==> src/rtl/tmr_vote_monitor_if.sv <==
// tmr_vote_monitor_if
// Groups the sample inputs and the voted/status outputs of tmr_vote_monitor.
//   in_valid, a, b, c, clr_fault : sample and fault-clear request (producer side)
//   out_valid, y, disagree, split: voted result, one cycle after the sample
//   fault_mask, all_failed       : sticky per-channel mask and "all masked" flag
//   event_cnt                    : saturating count of disagreeing samples
// Modport slave is used by the voter, master by whoever drives the samples.
interface tmr_vote_monitor_if #(
  parameter int WIDTH = 8,
  parameter int CNT_W = 16
);
  logic             in_valid;
  logic [WIDTH-1:0] a;
  logic [WIDTH-1:0] b;
  logic [WIDTH-1:0] c;
  logic             clr_fault;
  logic             out_valid;
  logic [WIDTH-1:0] y;
  logic             disagree;
  logic             split;
  logic [2:0]       fault_mask;
  logic             all_failed;
  logic [CNT_W-1:0] event_cnt;

  modport master (
    output in_valid, a, b, c, clr_fault,
    input  out_valid, y, disagree, split, fault_mask, all_failed, event_cnt
  );

  modport slave (
    input  in_valid, a, b, c, clr_fault,
    output out_valid, y, disagree, split, fault_mask, all_failed, event_cnt
  );
endinterface

==> src/rtl/tmr_vote_monitor.sv <==
// tmr_vote_monitor
// Registered bit-wise triple-modular-redundancy voter with per-channel
// consecutive-disagreement tracking. A channel that differs from the 3-way
// majority for THRESH consecutive valid samples is masked out of later votes.
// Ports:
//   clk  : single clock, all state on the rising edge
//   rst  : synchronous active-high reset (priority over everything)
//   bus  : tmr_vote_monitor_if.slave (samples in, voted result and status out)
// The interface parameters WIDTH/CNT_W must match this module's parameters.
module tmr_vote_monitor #(
  parameter int WIDTH  = 8,
  parameter int THRESH = 4,
  parameter int CNT_W  = 16
) (
  input logic                 clk,
  input logic                 rst,
  tmr_vote_monitor_if.slave   bus
);

  localparam int MW = $clog2(THRESH + 1);
  localparam logic [MW-1:0]    MCNT_ONE  = MW'(1'b1);
  localparam logic [MW-1:0]    MCNT_ZERO = MW'(1'b0);
  localparam logic [MW-1:0]    THRESH_V  = MW'(THRESH);
  localparam logic [CNT_W-1:0] CNT_ONE   = CNT_W'(1'b1);
  localparam logic [CNT_W-1:0] CNT_MAX   = {CNT_W{1'b1}};

  logic [2:0][WIDTH-1:0] ch;
  logic [WIDTH-1:0]      maj;
  logic                  d_ab, d_bc, d_ac;
  logic [WIDTH-1:0]      y_vote;
  logic                  split_vote;
  logic                  dis_vote;
  logic [2:0]            mism;
  logic [2:0][MW-1:0]    mcnt;
  logic [2:0][MW-1:0]    mcnt_nxt;
  logic [2:0]            mask_nxt;

  assign ch = {bus.c, bus.b, bus.a};

  // Vote, split and disagree for the current sample, selected by the current (old) mask
  always_comb begin
    maj  = (bus.a & bus.b) | (bus.b & bus.c) | (bus.a & bus.c);
    d_ab = |(bus.a ^ bus.b);
    d_bc = |(bus.b ^ bus.c);
    d_ac = |(bus.a ^ bus.c);
    // A pair only counts when neither member is masked
    dis_vote = (d_ab & ~bus.fault_mask[0] & ~bus.fault_mask[1]) |
               (d_bc & ~bus.fault_mask[1] & ~bus.fault_mask[2]) |
               (d_ac & ~bus.fault_mask[0] & ~bus.fault_mask[2]);
    case (bus.fault_mask)
      3'b000: begin y_vote = maj;   split_vote = 1'b0; end
      3'b001: begin y_vote = bus.b; split_vote = d_bc; end
      3'b010: begin y_vote = bus.a; split_vote = d_ac; end
      3'b100: begin y_vote = bus.a; split_vote = d_ab; end
      3'b011: begin y_vote = bus.c; split_vote = 1'b0; end
      3'b101: begin y_vote = bus.b; split_vote = 1'b0; end
      3'b110: begin y_vote = bus.a; split_vote = 1'b0; end
      default: begin y_vote = {WIDTH{1'b0}}; split_vote = 1'b0; end
    endcase
  end

  // Streak counters and mask; only tracked while nothing is masked, since two
  // survivors cannot tell which of them is wrong
  always_comb begin
    mcnt_nxt = mcnt;
    mask_nxt = bus.fault_mask;
    for (int i = 0; i < 3; i++) begin
      mism[i] = |(ch[i] ^ maj);
    end
    if (bus.in_valid && (bus.fault_mask == 3'b000)) begin
      for (int i = 0; i < 3; i++) begin
        if (mism[i]) begin
          if ((mcnt[i] + MCNT_ONE) == THRESH_V) begin
            mask_nxt[i] = 1'b1;
            mcnt_nxt[i] = MCNT_ZERO;
          end else begin
            mcnt_nxt[i] = mcnt[i] + MCNT_ONE;
          end
        end else begin
          mcnt_nxt[i] = MCNT_ZERO;
        end
      end
    end else begin
      mcnt_nxt = mcnt;
      mask_nxt = bus.fault_mask;
    end
  end

  // Output, status and counter registers
  always_ff @(posedge clk) begin
    if (rst) begin
      bus.out_valid  <= 1'b0;
      bus.y          <= {WIDTH{1'b0}};
      bus.disagree   <= 1'b0;
      bus.split      <= 1'b0;
      bus.fault_mask <= 3'b000;
      bus.all_failed <= 1'b0;
      bus.event_cnt  <= {CNT_W{1'b0}};
      mcnt           <= {3{MCNT_ZERO}};
    end else begin
      bus.out_valid <= bus.in_valid;
      if (bus.in_valid) begin
        bus.y        <= y_vote;
        bus.disagree <= dis_vote;
        bus.split    <= split_vote;
        if (dis_vote && (bus.event_cnt != CNT_MAX)) begin
          bus.event_cnt <= bus.event_cnt + CNT_ONE;
        end
      end
      // Clear wins over any streak/mask update from the same sample
      if (bus.clr_fault) begin
        bus.fault_mask <= 3'b000;
        bus.all_failed <= 1'b0;
        mcnt           <= {3{MCNT_ZERO}};
      end else begin
        bus.fault_mask <= mask_nxt;
        bus.all_failed <= (mask_nxt == 3'b111);
        mcnt           <= mcnt_nxt;
      end
    end
  end

endmodule

==> src/flat_wrapper.sv <==
// flat-port wrapper written by rule: the top's interface ports become plain ports
module tmr_vote_monitor_flat 
#(
  parameter int WIDTH  = 8,
  parameter int THRESH = 4,
  parameter int CNT_W  = 16
)
  (clk, rst, bus_in_valid, bus_a, bus_b, bus_c, bus_clr_fault, bus_out_valid, bus_y, bus_disagree, bus_split, bus_fault_mask, bus_all_failed, bus_event_cnt);
  tmr_vote_monitor_if #(.WIDTH(WIDTH), .CNT_W(CNT_W)) bus_i ();
  input logic clk;
  input logic rst;
  input wire logic [$bits(bus_i.in_valid)-1:0] bus_in_valid;
  input wire logic [$bits(bus_i.a)-1:0] bus_a;
  input wire logic [$bits(bus_i.b)-1:0] bus_b;
  input wire logic [$bits(bus_i.c)-1:0] bus_c;
  input wire logic [$bits(bus_i.clr_fault)-1:0] bus_clr_fault;
  output wire logic [$bits(bus_i.out_valid)-1:0] bus_out_valid;
  output wire logic [$bits(bus_i.y)-1:0] bus_y;
  output wire logic [$bits(bus_i.disagree)-1:0] bus_disagree;
  output wire logic [$bits(bus_i.split)-1:0] bus_split;
  output wire logic [$bits(bus_i.fault_mask)-1:0] bus_fault_mask;
  output wire logic [$bits(bus_i.all_failed)-1:0] bus_all_failed;
  output wire logic [$bits(bus_i.event_cnt)-1:0] bus_event_cnt;
  assign bus_i.in_valid = bus_in_valid;
  assign bus_i.a = bus_a;
  assign bus_i.b = bus_b;
  assign bus_i.c = bus_c;
  assign bus_i.clr_fault = bus_clr_fault;
  assign bus_out_valid = bus_i.out_valid;
  assign bus_y = bus_i.y;
  assign bus_disagree = bus_i.disagree;
  assign bus_split = bus_i.split;
  assign bus_fault_mask = bus_i.fault_mask;
  assign bus_all_failed = bus_i.all_failed;
  assign bus_event_cnt = bus_i.event_cnt;
  tmr_vote_monitor #(.WIDTH(WIDTH), .THRESH(THRESH), .CNT_W(CNT_W)) u_core (.clk(clk), .rst(rst), .bus(bus_i));
endmodule
==> config.mk <==
export PLATFORM = sky130hd
export DESIGN_NAME = tmr_vote_monitor_flat
export DESIGN_NICKNAME = d
export VERILOG_FILES = /design/src/rtl/tmr_vote_monitor_if.sv /design/src/rtl/tmr_vote_monitor.sv /design/src/flat_wrapper.sv
export SDC_FILE = /design/constraint.sdc
export NUM_CORES = 1
export LEC_CHECK = 0
export ABC_AREA = 1
export BUFFER_PORTS_ARGS = -buffer_cell sky130_fd_sc_hd__buf_2
export CAP_MARGIN = 20
export CORE_MARGIN = 3
export CORE_UTILIZATION = 35
export DETAILED_ROUTE_END_ITERATION = 8
export HOLD_SLACK_MARGIN = 0.05
export PLACE_DENSITY = 0.67
export SYNTH_ARGS = -nofsm -noshare
export SYNTH_HDL_FRONTEND = slang
export SYNTH_SLANG_ARGS = --single-unit
==> constraint.sdc <==
create_clock -name clk -period 1.6 [get_ports clk]
set_clock_uncertainty 0.2 [all_clocks]
set_input_delay 0.16 -clock clk [delete_from_list [all_inputs] [get_ports clk]]
set_output_delay 0.16 -clock clk [all_outputs]
set_load 0.02 [all_outputs]
==> impl_summary.md <==
STA
Of the available clock period, the critical path in the final layout requires 103%. In this run the tightest slew margin relative to its limit is 77.4%. The count of final max-slew check failures is 0. The hold violation count in the final report is 0. Counting I/O delays and the setup requirement, the final critical path takes 1.65 ns. Once routing completed, OpenROAD measured the worst setup slack at -0.0466 ns. The setup TNS after final layout is -0.438 ns. For the pin with the worst max-slew slack, the measured transition is 0.339 ns. The final-report setup violation count is 15. The fmax is 607 MHz. Setup repair after global routing could not meet its margin everywhere.

Layout
For this run, the post-layout net count is 671. At the end of the flow the core is filled with cells to 49.1%. The area overhead of the layout relative to synthesis is 35.5%.

The antenna diode instance count is 0. In the final layout, the share of cells above drive strength 1 is 30.5%.

Placed design
The final HPWL from detailed placement is 7420 µm. The number of port buffers is 58. The weighted congestion reported at the end of routability-driven placement is 0.964. The setup slack at placement is -0.311 ns.

Yosys
The post-synthesis cell area is 3170 µm². The share of synthesized registers carrying an async set or reset is 0%. The most instantiated flip-flop cell in the synthesis netlist is dfxtp_1. The most common cell in the synthesized netlist is nand2_1. The register bit count reported by yosys is 40. Of the post-synthesis cell area, the dominant cell type holds 25.2%. The post-synthesis cell type with the largest combined area is dfxtp_1. Averaged over all synthesized cells, the footprint is 6.49 µm².

In the synthesized netlist, the cells that appear most often are nand2_1 (142), inv_1 (61), nor2_1 (53), dfxtp_1 (40), ha_1 (31). After synthesis, flip-flops and latches occupy 25.2% of the total area. Sorting the synthesized cells by area gives the leading types as dfxtp_1 (25%), nand2_1 (17%), ha_1 (12%), inv_1 (7.2%), nor2_1 (6.3%). The cell count after synthesis came out at 489. The number of warnings issued by yosys is 0. The unique cell type count in the Yosys netlist is 27. Counting every net in the synthesized netlist gives 548. The number of flops mapped to enable cells by yosys is 0.

Routing
The first-pass detailed-route iteration total is 4. In the routed layout, each cell is associated on average with a via count of 4.94. The routed layout has 3563 vias. Dividing the detail-routed wire length by the instance count gives 12.9 µm.

For this run, design rule violations remaining after detail routing come to 0. For this block, the initial DRC count from the detailed router was 114. The detail route stage leaves a number of antenna-violating nets equal to 0. The final wirelength is 9310 µm.

Power and ir drop
In this run the static leakage power is 0.00214 µW. For this design the ratio of total power to cell area is 538 nW/µm². Across the VDD grid, the largest voltage drop is 317 µV.

Worst setup path
The data required time of the critical path is 1.58 ns. STA classifies the critical path endpoint as a register. The maximum fanout count along the critical path is 9. The data arrival time of the critical path is 1.62 ns. STA classifies the critical path startpoint as a register. The critical path in this run is classified as register to register.

Clock tree
The CTS tree is built. The clock transition at the register clock pins on the worst setup and hold paths after CTS is 0.08 ns. Clock tree synthesis found a total of 40 sinks.

The clock network latency to the later pin of the worst-skew pair is 0.29 ns. The number of levels the H-tree was split into is 2. The cell sitting at the root of the clock tree is a clkbuf_8. The deepest clock path buffer count is 2. Counting the buffers created by CTS gives 5.

Global route
The via count of the first global-routing pass was 3425. The overall routing resource usage is 18.4%. The initial antenna violation count is 0. The maximum number of pins on one net before global-route repair is 27.

The global-route congestion overflow total is 0. The first-pass GRT wire length is 15300 µm.

Die
The floorplan has 34 rows. The core footprint is 8760 µm². The floorplan die area is 10200 µm². The die is 101 µm tall.

The starting utilization of the core area is 36.2%. The number of primary I/O pins is 59. The die width is 101 µm.

Run status
The final reports fail on setup timing. The run finished, with violations left.

Hold path
The min-delay analysis places its worst path in the category primary input to register.

Flow run
Across the run, the number of max-cap violations was 0.
## sequential cells by signal (all words and copies together), names as in the netlist
name and count:
u_core.bus.event_cnt 16, u_core.mcnt 9, u_core.bus.y 8, u_core.bus.fault_mask 3
u_core.bus.all_failed 1, u_core.bus.disagree 1, u_core.bus.out_valid 1, u_core.bus.split 1
## report_power, final
group | internal, µW | switching [µW]
registers | 1020 | 19.4
logic | 260 | 345
clock network | 304 | 363
total | 1580 | 728
## stage by stage
stage / cells / hold WS [ns] / power [µW] / instance area [µm²]
CTS: 721 / 0.0525 / 2320 / 4210
global placement: 709 / 0.253 / 1630 / 4070
global route: 721 / 0.0626 / 2460 / 4300
detailed placement: 709 / 0.254 / 1650 / 4070
finish: 721 / 0.0534 / 2310 / 4300
floorplan: 489 / 0.158 / 1380 / 3210
## kinds of logic after synthesis
group,count (synthesis),share of synthesized area [%]
compound gates,60,10.9
simple gates,261,36.3
buf+inv,75,9.19
xor+xnor,22,6.07
fa+ha+maj,31,12.2
flops,40,25.2
## final cells by class
cell class	instances	area, µm²
Fill cell	876	4460
Tap cell	108	135
Timing Repair Buffer	126	817
Inverter	64	245
Sequential cell	40	825
Multi-Input combinational cell	375	2190
Clock inverter	3	18.8
Clock buffer	5	68.8
## worst max-delay path: stages, from the launching register on
cell     delay [ns]
dfxtp_4        0.37
ha_4           0.14
nand2_4        0.06
nor2_4         0.10
nand2_2        0.07
nor2_4         0.11
nand3_4        0.13
buf_6          0.18
nand4_1        0.11
a21oi_2        0.07
## per-layer routing
layer | wire length, µm | GRT usage, % | vias up
met2 | 4770 | 33.1 | 86
met3 | 447 | 2.96 | 16
li1 | - | - | 1837
met5 | 0 | 0 | -
met1 | 3880 | 22.4 | 1624
met4 | 207 | 5.52 | 0
## repair_timing
action	CTS	global route
buffers inserted	1	0
cloned	1	0
pin swaps	1	5
resized for setup	2	31
endpoints found under the hold margin	5	0
setup endpoints to repair	16	38
hold buffers	2	0
## path summary, 6_finish.rpt
| kind | from | cells after the start | endpoint | slack, ns |
|---|---|---|---|---|
| setup / recovery | u_core.bus.event_cnt[1]$_SDFFE_PP0P_ | 9 | u_core.bus.event_cnt[14]$_SDFFE_PP0P_ | -0.05 |
| hold / removal | bus_in_valid | 3 | u_core.bus.y[2]$_SDFFE_PP0P_ | 0.05 |
| setup reg to reg | u_core.bus.event_cnt[1]$_SDFFE_PP0P_ | 9 | u_core.bus.event_cnt[14]$_SDFFE_PP0P_ | -0.05 |
| hold reg to reg | u_core.bus.y[7]$_SDFFE_PP0P_ | 2 | u_core.bus.y[7]$_SDFFE_PP0P_ | 0.27 |
## placed cells by master (no fill, tap or decap), types with 5 or more instances in the layout
cell and n:
xor2_1 10, nand2_1 133, a21oi_2 9, a21oi_1 27, o21ai_1 6, dfxtp_2 10, nand4_1 30, dfxtp_1 27
nor2_1 47, nand3_1 23, nand2_2 10, inv_1 61, o21ai_0 11, buf_2 58, nor2_2 7, clkbuf_8 5
xnor2_1 11, buf_4 63, ha_1 30
(Power assumes the default switching activity.)
